**src/rtl/seven_seg_scanner.sv**
```systemverilog
// seven_seg_scanner
// Display stage for a 4-digit BCD counter. It time-multiplexes the four digits
// onto a common-anode 4-digit 7-segment display, with these features:
//   - All four digits are snapshotted once per scan frame, so a count never
//     tears across digits.
//   - Every digit slot opens with an all-anodes-off blanking gap, which
//     prevents ghosting.
//   - BCD values are decoded to active-low segments.
//   - Codes A..F show a dash.
// Optional feature (compile-time macro): LEADING_ZERO_BLANK_EN
//   When defined, leading zero digits (thousands, hundreds, tens) are blanked.
//   The ones digit is always shown.

module seven_seg_scanner #(
  parameter int SCAN_DIV  = 50000,
  parameter int BLANK_CYC = 16
) (
  input  logic       CLK,
  input  logic       RESET,
  input  logic [3:0] CNT1,
  input  logic [3:0] CNT2,
  input  logic [3:0] CNT3,
  input  logic [3:0] CNT4,
  output logic [3:0] AN,
  output logic [6:0] SEG,
  output logic       DP,
  output logic       FRAME
);

  localparam int              DIV_W     = $clog2(SCAN_DIV);
  localparam logic [DIV_W-1:0] DIV_LAST  = DIV_W'(SCAN_DIV - 1);
  localparam logic [DIV_W-1:0] BLANK_VAL = DIV_W'(BLANK_CYC);

  localparam logic [6:0] SEG_OFF  = 7'h7F;
  localparam logic [3:0] AN_OFF   = 4'b1111;

  // Two phases inside every digit slot
  typedef enum logic {
    PH_BLANK = 1'b0,
    PH_DRIVE = 1'b1
  } phase_t;

  logic [DIV_W-1:0] div;
  logic [1:0]       idx;
  logic             first_cycle;
  logic [3:0][3:0]  shadow;

  logic             div_wrap;
  logic             frame_take;
  phase_t           phase;
  logic [3:0]       cur_digit;
  logic             lz_blank;
  logic [3:0]       next_an;
  logic [6:0]       next_seg;

  // BCD to active-low {g,f,e,d,c,b,a}; non-decimal codes show a dash
  function automatic logic [6:0] bcd_to_seg(input logic [3:0] d);
    logic [6:0] s;
    case (d)
      4'd0:    s = 7'h40;
      4'd1:    s = 7'h79;
      4'd2:    s = 7'h24;
      4'd3:    s = 7'h30;
      4'd4:    s = 7'h19;
      4'd5:    s = 7'h12;
      4'd6:    s = 7'h02;
      4'd7:    s = 7'h78;
      4'd8:    s = 7'h00;
      4'd9:    s = 7'h10;
      default: s = 7'h3F;
    endcase
    return s;
  endfunction

  assign div_wrap   = (div == DIV_LAST);
  assign frame_take = first_cycle | (div_wrap & (idx == 2'd3));

  // Slot prescaler and digit index; first_cycle forces a snapshot right after reset
  always_ff @(posedge CLK or posedge RESET) begin
    if (RESET) begin
      div         <= '0;
      idx         <= 2'd0;
      first_cycle <= 1'b1;
    end else begin
      first_cycle <= 1'b0;
      if (div_wrap) begin
        div <= '0;
        idx <= idx + 2'd1;
      end else begin
        div <= div + DIV_W'(1);
      end
    end
  end

  // Shadow copy of all four digits, refreshed only at frame boundaries
  always_ff @(posedge CLK or posedge RESET) begin
    if (RESET) begin
      shadow <= '0;
    end else if (frame_take) begin
      shadow <= {CNT4, CNT3, CNT2, CNT1};
    end
  end

  assign cur_digit = shadow[idx];

`ifdef LEADING_ZERO_BLANK_EN
  // A digit is a leading zero when it and every higher digit are zero
  always_comb begin
    lz_blank = 1'b0;
    case (idx)
      2'd3:    lz_blank = (shadow[3] == 4'd0);
      2'd2:    lz_blank = (shadow[3] == 4'd0) && (shadow[2] == 4'd0);
      2'd1:    lz_blank = (shadow[3] == 4'd0) && (shadow[2] == 4'd0) &&
                          (shadow[1] == 4'd0);
      default: lz_blank = 1'b0;
    endcase
  end
`else
  assign lz_blank = 1'b0;
`endif

  // Next anode/segment pattern from the current slot phase and digit
  always_comb begin
    next_an  = AN_OFF;
    next_seg = SEG_OFF;
    phase    = (div < BLANK_VAL) ? PH_BLANK : PH_DRIVE;
    if (phase == PH_DRIVE) begin
      next_an       = AN_OFF;
      next_an[idx]  = 1'b0;
      next_seg      = lz_blank ? SEG_OFF : bcd_to_seg(cur_digit);
    end
  end

  // Registered display outputs; reset turns everything off immediately
  always_ff @(posedge CLK or posedge RESET) begin
    if (RESET) begin
      AN    <= AN_OFF;
      SEG   <= SEG_OFF;
      FRAME <= 1'b0;
    end else begin
      AN    <= next_an;
      SEG   <= next_seg;
      FRAME <= frame_take;
    end
  end

  assign DP = 1'b1;

endmodule

```
**config.mk**
```make
export PLATFORM = sky130hd
export DESIGN_NAME = seven_seg_scanner
export DESIGN_NICKNAME = d
export VERILOG_FILES = /design/src/rtl/seven_seg_scanner.sv
export SDC_FILE = /design/constraint.sdc
export NUM_CORES = 1
export LEC_CHECK = 0
export CAP_MARGIN = 25
export CORE_UTILIZATION = 30
export DETAILED_ROUTE_END_ITERATION = 7
export PLACE_DENSITY_LB_ADDON = 0.08
export SYNTH_ARGS = -nofsm -noshare
export SYNTH_HDL_FRONTEND = slang
export SYNTH_SLANG_ARGS = --single-unit
```
**constraint.sdc**
```tcl
create_clock -name CLK -period 2.5 [get_ports CLK]
set_input_delay 0.25 -clock CLK [delete_from_list [all_inputs] [get_ports CLK]]
set_output_delay 0.25 -clock CLK [all_outputs]
set_load 0.02 [all_outputs]
```
# Word level (Yosys, flattened, before mapping)
# Memories as Yosys holds them, arrays and structs flattened.
# Index checks and enable logic that the tools add are counted.
[word_totals] out_inout_bits=13 memories=1 romBits=112 inputBits=18 reg_bits=47 elab_cells=29
[mem_list] name="(name not given)" words=16 width=7 rd=1 rd_ports_with_merged_regs=0 write_ports=0 line_no="59" text="case (d)"
[op_classes] muxes=7 eq_ne=2 n_reduce_logical=1 addsub=2 n_bitwise=3 n_lt_le_gt_ge=3
[ops] op="adder 16 x 1 -> 16 bit, second input constant" count=1
[ops] op="== test 16 bit, second input constant" count=1
[ops] op="less-than comparator 16 x 5 -> 1 bit, second input constant" count=1
[ops] op="two-way mux 16 bit" count=1
[ops] op="binary-select mux 4 bit (select 2 bit)" count=1
[ops] op="two-way mux 4 bit" count=2
[ops] op="two-way mux 7 bit" count=1
[ops] op="inverter 4 bit" count=1
[ops] op="less-than comparator 2 x 3 -> 1 bit, second input constant" count=1
[ops] op="adder 2 x 1 -> 2 bit, second input constant" count=1
[ops] op="demux 1 bit (select 2 bit)" count=1
[ops] op="== test 2 bit, second input constant" count=1
[ops] op="greater-or-equal comparator 2 x 1 -> 1 bit, second input constant" count=1
[ops] op="AND 1 bit" count=1
[ops] op="logical AND 1 bit" count=1
[ops] op="two-way mux 1 bit" count=1
[ops] op="OR 1 bit" count=1

# Longest topological paths before layout
# Gate-level depths: netlist of run 1.
[depth] word_depth=6 ltp_mapped=7 depth_no_buf=6

# Worst setup path before layout of run 1
# OpenSTA, ideal clock, no wires.
[synth_timing] kind="reg-to-reg" start="reg idx[0]" end="reg SEG[3]" period_less_slack_ns=1.988 path_buffers=1 setup_ns=0.095 path_slack_ns=0.512 t_arrival_ns=1.893 path_stages_with_launch=7 required_ns=2.405 path_cell_list="dfrtp_1 clkbuf_1 mux4_2 ha_1 or2_2 a21oi_1 o21ai_0"
[synth_between] elab_chain_len=4
[synth_lines] item="start, declared" line_no="44" text="logic [1:0] idx;"
[synth_lines] item="start signal, assigned" line_no="88" text="idx <= idx + 2'd1;"
[synth_lines] item="binary-select mux 4 bit (select 2 bit)" line_no="104" text="assign cur_digit = shadow[idx];"
[synth_lines] item="two-way mux 4 bit (implied by the code)" line_no="104"
[synth_lines] item="memory read (16 x 7 bit)"
[synth_lines] item="two-way mux 7 bit" line_no="127" text="if (phase == PH_DRIVE) begin"
[synth_lines] item="named net next_seg[3]" line_no="54" text="logic [6:0] next_seg;"
[synth_lines] item="end signal, assigned" line_no="142" text="SEG <= next_seg;"
[synth_lines] item="end, declared" line_no="25" text="output logic [6:0] SEG,"
# The timed path passes the listed nets, and every way through them passes these cells. The select of a mux whose other input is x is not followed.
# A chain may end at the register's enable or synchronous reset.

# Final worst setup path of run 1
[layout_timing] start="reg idx[0]" end="reg SEG[0]"
# The elaborated chain is that of the path after synthesis.

==> summary.md, run 1 <==
| Metric | Value |
|---|---|
| Status | `finished, final reports clean` |
| Synth area leader | `dfrtp_1` |
| Compound-Gate Fraction of Synth Area | `under 10%` |
| Quantity of gates resized following cts | `0` |
| Reg2reg path depth | `5` |
| Post-synthesis sequential area ratio | `53.85%` |
| Slew Limit Fails | `0` |
| Synth Instances | `181` |
| Reg2reg start | `idx[0]` |
| Number of global-route vias before repair | `1382` |
| RSZ-0062 raised after global routing | `false` |
| Synth Area in Simple Gates | `11.88%` |
| Number of synthesized register bits | `47` |
| Highest Clock Rate | `about 490 MHz` |
| Antenna cell count | `0` |
| Primary FF master, synth | `dfrtp_1` |
| Post-synth top area share | `39.59%` |
| Via/cell ratio | `4.455` |
| Synthesis Warnings | `0` |
| Syn nets | `210` |
| Sequential power share | `53.6%` |
| Die height | `87.87 um` |
| Clock period minus worst slack | `slightly above 2 ns` |
| Worst slack, placed | `between 0.1 and 0.15 ns` |
| Crit Path Class | `reg2reg` |
| Post-CTS Hold Buffers | `0` |
| Crit start category | `flip-flop` |
| VDD IR max | `0.1662 mV` |
| Clock skew | `0.009374 ns` |
| Required time worst endpoint | `2.71 ns` |
| CTS buffer count | `5` |
| LEAKAGE | `1.177 nW` |
| Clock latency on the worst-skew pair | `roughly 0.3 ns` |
| Die ar. | `7721 um^2` |
| RR Endpoint | `SEG[0]` |
| First-pass GRT wire length | `6.886 mm` |
| GPL Wtd Cong | `0.8002` |
| P_int | `approximately 1.2 mW` |
| Crit share post-route | `just over 80%` |
| CTS sink cnt | `between 40 and 50` |
| Largest cells by area after synthesis | `dfrtp_1 40%, dfstp_2 14%, ha_1 6.2%, mux2_4 6.1%, mux4_2 4.1%` |
| Drt first-iter violations | `32` |
| Hold Crit Class | `in2async` |
| Post-synth EDFFs | `0` |
| Setup Fix Bufs, Post-CTS | `0` |
| Area Growth Syn to Fin | `24.60%` |
| Combinational Power Share | `14.6%` |
| Post-synthesis mux area share | `14.20%` |
| CTS max path bufs | `2` |
| Sw Share | `23.56%` |
| Nets | `246` |
| GRT Total Usage | `12.14%` |
| Vias | `1399` |
| Initial antenna violation count | `0` |
| Clk network pwr share | `31.9%` |
| Per-cell routed wire length | `13.67 um` |
| Net Sw Power | `368.2 uW` |
| Count of cell types in the netlist | `35` |
| Critical-path maximum fanout | `7` |
| Synth Area in Adders | `around 6.2%` |
| Arrival time at the worst endpoint | `2.24 ns` |
| R2r setup slk | `0.46 ns` |
| Xor/xnor share of the synthesized area | `4.751%` |
| Async SR Flop Fraction | `100.0%` |
| Final count of negative-setup-slack endpoints | `0` |
| CP max stage cell | `mux4_2` |
| Final Hold Fails | `0` |
| Main combinational cell family by area after synthesis | `multiplexers` |
| Share of cells above drive strength 1 | `22.94%` |
| Power per cell area | `566.8 nW/um^2` |
| Rows | `30` |
| Max Cap Viol | `0` |
| Top post-synthesis cells by count | `35 x dfrtp_1, 13 x nor2_1, 12 x dfstp_2, 12 x inv_1` |
| Initial Util | `31.86%` |
| Largest net degree at the start of global routing | `28` |
| Area of the mapped netlist | `2212 um^2` |
| Ports | `31` |
| Critical-path cell list | `mux4_2 -> ha_1 -> or2_2 -> a21oi_1 -> o21ai_0` |
| Die Span X | `a little under 90 um` |
| Clk root buf | `clkbuf_8` |
| Setup ws final | `roughly 0.46 ns` |
| HPWL after DPL | `3.152 mm` |
| Port-buffer cells | `29` |
| Most common cell in the netlist | `dfrtp_1` |
| Worst path max stage delay | `0.62 ns` |
| Mean area per synthesized cell | `12.22 um^2` |
| DRC errors left | `0` |
| Final ANT Viol Nets | `0` |
| CP Capture Type | `flip-flop` |
| Setup TNS | `0 ns` |
| Routed wire length | `4.293 mm` |
| Total gr overflow | `0` |
| 1st-pass router iterations | `4` |
| H-tree Lvls | `2` |
| Worst-path clk slew | `about 0.090 ns` |
| CTS tree | `done` |
| Core area | `slightly below 7000 um^2` |
stage by stage:
step / hold slack, ns / utilization (%) / area [um^2] / power [mW] / cells
after floorplan: 0.3985 / - / 2212 / 0.9817 / 181
final: 0.2064 / 39.69 / 2756 / 1.562 / 314
after detailed placement: 0.4913 / 37.64 / 2614 / 1.074 / 304
after CTS: 0.4095 / 39.08 / 2714 / 1.583 / 312
after global placement: 0.4707 / 37.64 / 2614 / 1.065 / 304
after global routing: 0.2196 / 39.69 / 2756 / 1.649 / 314
worst max-delay path by stage:
stage	startpoint	end	slack, ns	cells after the start
final	idx[0]	SEG[0]	0.46	5
after global routing	idx[0]	SEG[5]	0.31	6
after CTS	div[0]	shadow[5]	0.13	5
after detailed placement	div[0]	shadow[10]	0.14	5
after global placement	div[0]	shadow[9]	0.25	5
after floorplan	idx[0]	SEG[3]	0.51	6
per-layer routing:
metal	GRT usage, %	vias up	wire, um
li1	-	682	-
met1	15.25	678	1987
met2	20.08	35	2136
met3	3.205	4	134
met4	4.471	0	34
met5	0	-	0
cell families (layout without fill, tap and decap cells):
family                     count (synthesis)  count (layout)
buffers and inverters                     17              54
and+or+nand+nor                           50              50
xor gates and xnor gates                  12              12
muxes                                     21              21
AOI/OAI and AO/OA                         21              21
other                                      2               2
adders and majority gates                 11              11
DFF                                       47              47
cells in the final DEF, fill, tap and decap left out, drive strengths merged:
master          n
dfrtp          35
a21oi           9
nand2          11
clkbuf          8
buf             5
nand3           6
mux2           16
ha             11
xor2            4
or2             2
o21ai           9
xnor2           8
clkinv          1
nor2b           1
inv            11
dfstp          12
nor2           13
a211oi          1
nand2b          1
clkdlybuf4s50  29
nor3            4
a31o            1
and4            1
mux2i           1
or4             1
nor4            2
conb            2
mux4            4
a21o            1
nand4           5
and2            1
or3             2
layout make-up:
class                   count  area [um^2]
fillers                   680         4188
flip-flops and latches     47         1191
multi-input cells         117        944.7
repair buffers             34        355.3
well taps                  96        120.1
clock buffers               8        100.1
inverters                  12        45.04
flip-flops by register name (all words and copies together) (netlist names):
name         cells
idx              2
shadow          16
AN               4
div             16
SEG              7
FRAME            1
first_cycle      1
worst max-delay path: cells and delay by family, from the launching register on:
family	cells	cell delay [ns]
AOI/OAI and AO/OA	2	0.23
DFF	1	0.59
muxes	1	0.62
and+or+nand+nor	1	0.31
adders and majority gates	1	0.21
power by group through the flow:
stage                     combinational, mW  sequential (mW)  clock [mW]
after detailed placement              0.223            0.852           0
after global placement                0.216            0.849           0
final                                 0.228            0.837       0.498
after floorplan                       0.109            0.873           0
after global routing                  0.247            0.842       0.560
after CTS                             0.224            0.838       0.521
No activity file was read; power rests on OpenSTA's default activity.
==> run 2, diff against run 1 <==
==> constraint.sdc (replaced) <==
create_clock -name CLK -period 2.1 [get_ports CLK]
set_input_delay 0.21 -clock CLK [delete_from_list [all_inputs] [get_ports CLK]]
set_output_delay 0.21 -clock CLK [all_outputs]
set_load 0.02 [all_outputs]
==> summary.md, run 2 (synthesized netlist as in run 1, its figures left out) <==
| Metric | Value |
|---|---|
| Area Growth Syn to Fin | `26.81%` |
| Initial Util | `31.86% (unchanged)` |
| Die Span X | `87.87 um (unchanged)` |
| CTS buffer count | `5 (unchanged)` |
| Crit Path Class | `reg2reg` |
| Final core occ | `40.40% (+0.70 points)` |
| Total gr overflow | `0 (unchanged)` |
| Setup TNS | `0 ns (unchanged)` |
| CP Launch Point | `div[10]` |
| Slew Limit Fails | `0 (unchanged)` |
| Antenna cell count | `0 (unchanged)` |
| Initial antenna violation count | `0 (unchanged)` |
| Final Instance Area | `2805 um^2 (+1.8%)` |
| First-pass GRT wire length | `7.127 mm (+3.5%)` |
| Drt first-iter violations | `43 (+34%)` |
| Crit start category | `flip-flop` |
| R2r setup slk | `0.12 ns (-0.34 ns)` |
| H-tree Lvls | `2 (unchanged)` |
| Final Power | `1.789 mW (+14%)` |
| Worst-path clk slew | `0.08 ns (about the same)` |
| CP max stage cell | `or4_4` |
| Worst path max stage delay | `0.56 ns (-0.06 ns)` |
| CTS tree | `done` |
| Critical-path maximum fanout | `17 (+10)` |
| Per-cell routed wire length | `13.08 um (-4.3%)` |
| Arrival time at the worst endpoint | `2.17 ns (-0.07 ns)` |
| Reg2reg start | `div[10]` |
| LEAKAGE | `1.217 nW (+3.4%)` |
| RSZ-0062 raised after global routing | `false` |
| Most common cell after layout, fill and taps aside | `dfrtp_1` |
| Max Cap Viol | `0 (unchanged)` |
| Nets | `256 (+4.1%)` |
| Required time worst endpoint | `2.29 ns (-0.42 ns)` |
| Clock period minus worst slack | `1.978 ns (-0.05882 ns)` |
| Highest Clock Rate | `505.7 MHz (+3.0%)` |
| Number of global-route vias before repair | `1490 (+7.8%)` |
| GPL Wtd Cong | `0.7786 (-2.7%)` |
| Worst rel slew slack | `49.58%` |
| CTS max path bufs | `2 (unchanged)` |
| Rows | `30 (unchanged)` |
| Fillers | `651 (-4.3%)` |
| Top delay family on crit path | `simple AND/OR/NAND/NOR gates` |
| CTS sink cnt | `47 (unchanged)` |
| VDD IR max | `0.2166 mV (+30%)` |
| Final Hold Fails | `0 (unchanged)` |
| Worst-Margin Slew | `about 0.75 ns` |
| Share of cells above drive strength 1 | `25.88% (+2.9 points)` |
| Ports | `31 (unchanged)` |
| Crit share post-route | `94.17% (+13 points)` |
| Final count of negative-setup-slack endpoints | `0 (unchanged)` |
| Area of the multi-input gates | `952.2 um^2 (+0.79%)` |
| Core area | `6944 um^2 (unchanged)` |
| Routed wire length | `4.238 mm (-1.3%)` |
| GRT Total Usage | `12.49% (+0.35 points)` |
| Area of placed instances | `2716 um^2 (+3.9%)` |
| Vias | `1452 (+3.8%)` |
| Final ANT Viol Nets | `0 (unchanged)` |
| Clock latency on the worst-skew pair | `0.30 ns (about the same)` |
| Clk root buf | `clkbuf_8` |
| Clock skew | `0.005881 ns (-0.003493 ns)` |
| Largest net degree at the start of global routing | `21 (-25%)` |
| Status | `finished, final reports clean` |
| Critical-path cell list | `or4_4 -> nor4_4 -> a21oi_4 -> mux2_4` |
| Power per cell area | `637.7 nW/um^2 (+13%)` |
| Die ar. | `7721 um^2 (unchanged)` |
| Commonest non-fill, non-tap cells in the layout | `35 x dfrtp_1, 29 x clkdlybuf4s50_1, 14 x buf_4` |
| DRC errors left | `0 (unchanged)` |
| CP Capture Type | `flip-flop` |
| Hold Crit Class | `in2async` |
| Worst Path Buf+Inv | `0 (unchanged)` |
| Die height | `87.87 um (unchanged)` |
| Port-buffer cells | `29 (unchanged)` |
| HPWL after DPL | `3.212 mm (+1.9%)` |
| Via/cell ratio | `4.481 (+0.59%)` |
| FF+latch area | `1191 um^2 (unchanged)` |
| 1st-pass router iterations | `4 (unchanged)` |
| Top Registers | `div x16, shadow x16, SEG x7` |
-- run 2: path summary, 6_finish.rpt --
check                              to  depth (start not counted)
setup reg to reg            shadow[2]                          4
max in group asynchronous      SEG[4]                          3
hold / removal                div[14]                          2
setup / recovery            shadow[2]                          4
hold reg to reg            shadow[14]                          1
min in group CLK           shadow[14]                          1
-- run 2: report_power, final --
| group | internal [mW] | total, mW | switching, mW | leakage (nW) |
|---|---|---|---|---|
| combinational | 0.142 | 0.263 | 0.121 | 0.613 |
| clock | 0.234 | 0.528 | 0.294 | 0.0422 |
| sequential | 0.974 | 0.998 | 0.0231 | 0.561 |
| total | 1.35 | 1.79 | 0.439 | 1.22 |
-- run 2: through the flow --
stage / hold slack (ns) / worst slack, ns / cells
4_1_cts: 0.2723 / 0.1028 / 324
6_report: 0.2594 / 0.1224 / 324
3_5_place_dp: 0.4922 / -0.1323 / 316
5_1_grt: 0.2953 / 0.02728 / 324
2_1_floorplan: 0.3585 / 0.1121 / 181
3_3_place_gp: 0.4846 / -0.06063 / 316
-- run 2: what timing repair did --
item                                    4_1_cts  5_1_grt
hold buffers                                  0        0
buffers inserted                              0        0
endpoints found under the setup margin       16        0
resized for setup                             1        0
-- run 2: per-layer routing --
| layer | vias up | wire, um | track usage [%] |
|---|---|---|---|
| met5 | - | 0 | 0 |
| met4 | 0 | 105 | 6.706 |
| met3 | 9 | 127 | 3.110 |
| met2 | 26 | 2032 | 20.44 |
| met1 | 715 | 1972 | 15.16 |
| li1 | 702 | - | - |
-- run 2: final cells by class --
class | instances | share of cell area [%]
sequential | 47 | 42.46
multi-input combinational | 117 | 33.94
clock inverter | 1 | 0.1784
timing repair buffer | 44 | 14.81
tap | 96 | 4.282
clock buffer | 7 | 2.721
inverter | 12 | 1.606
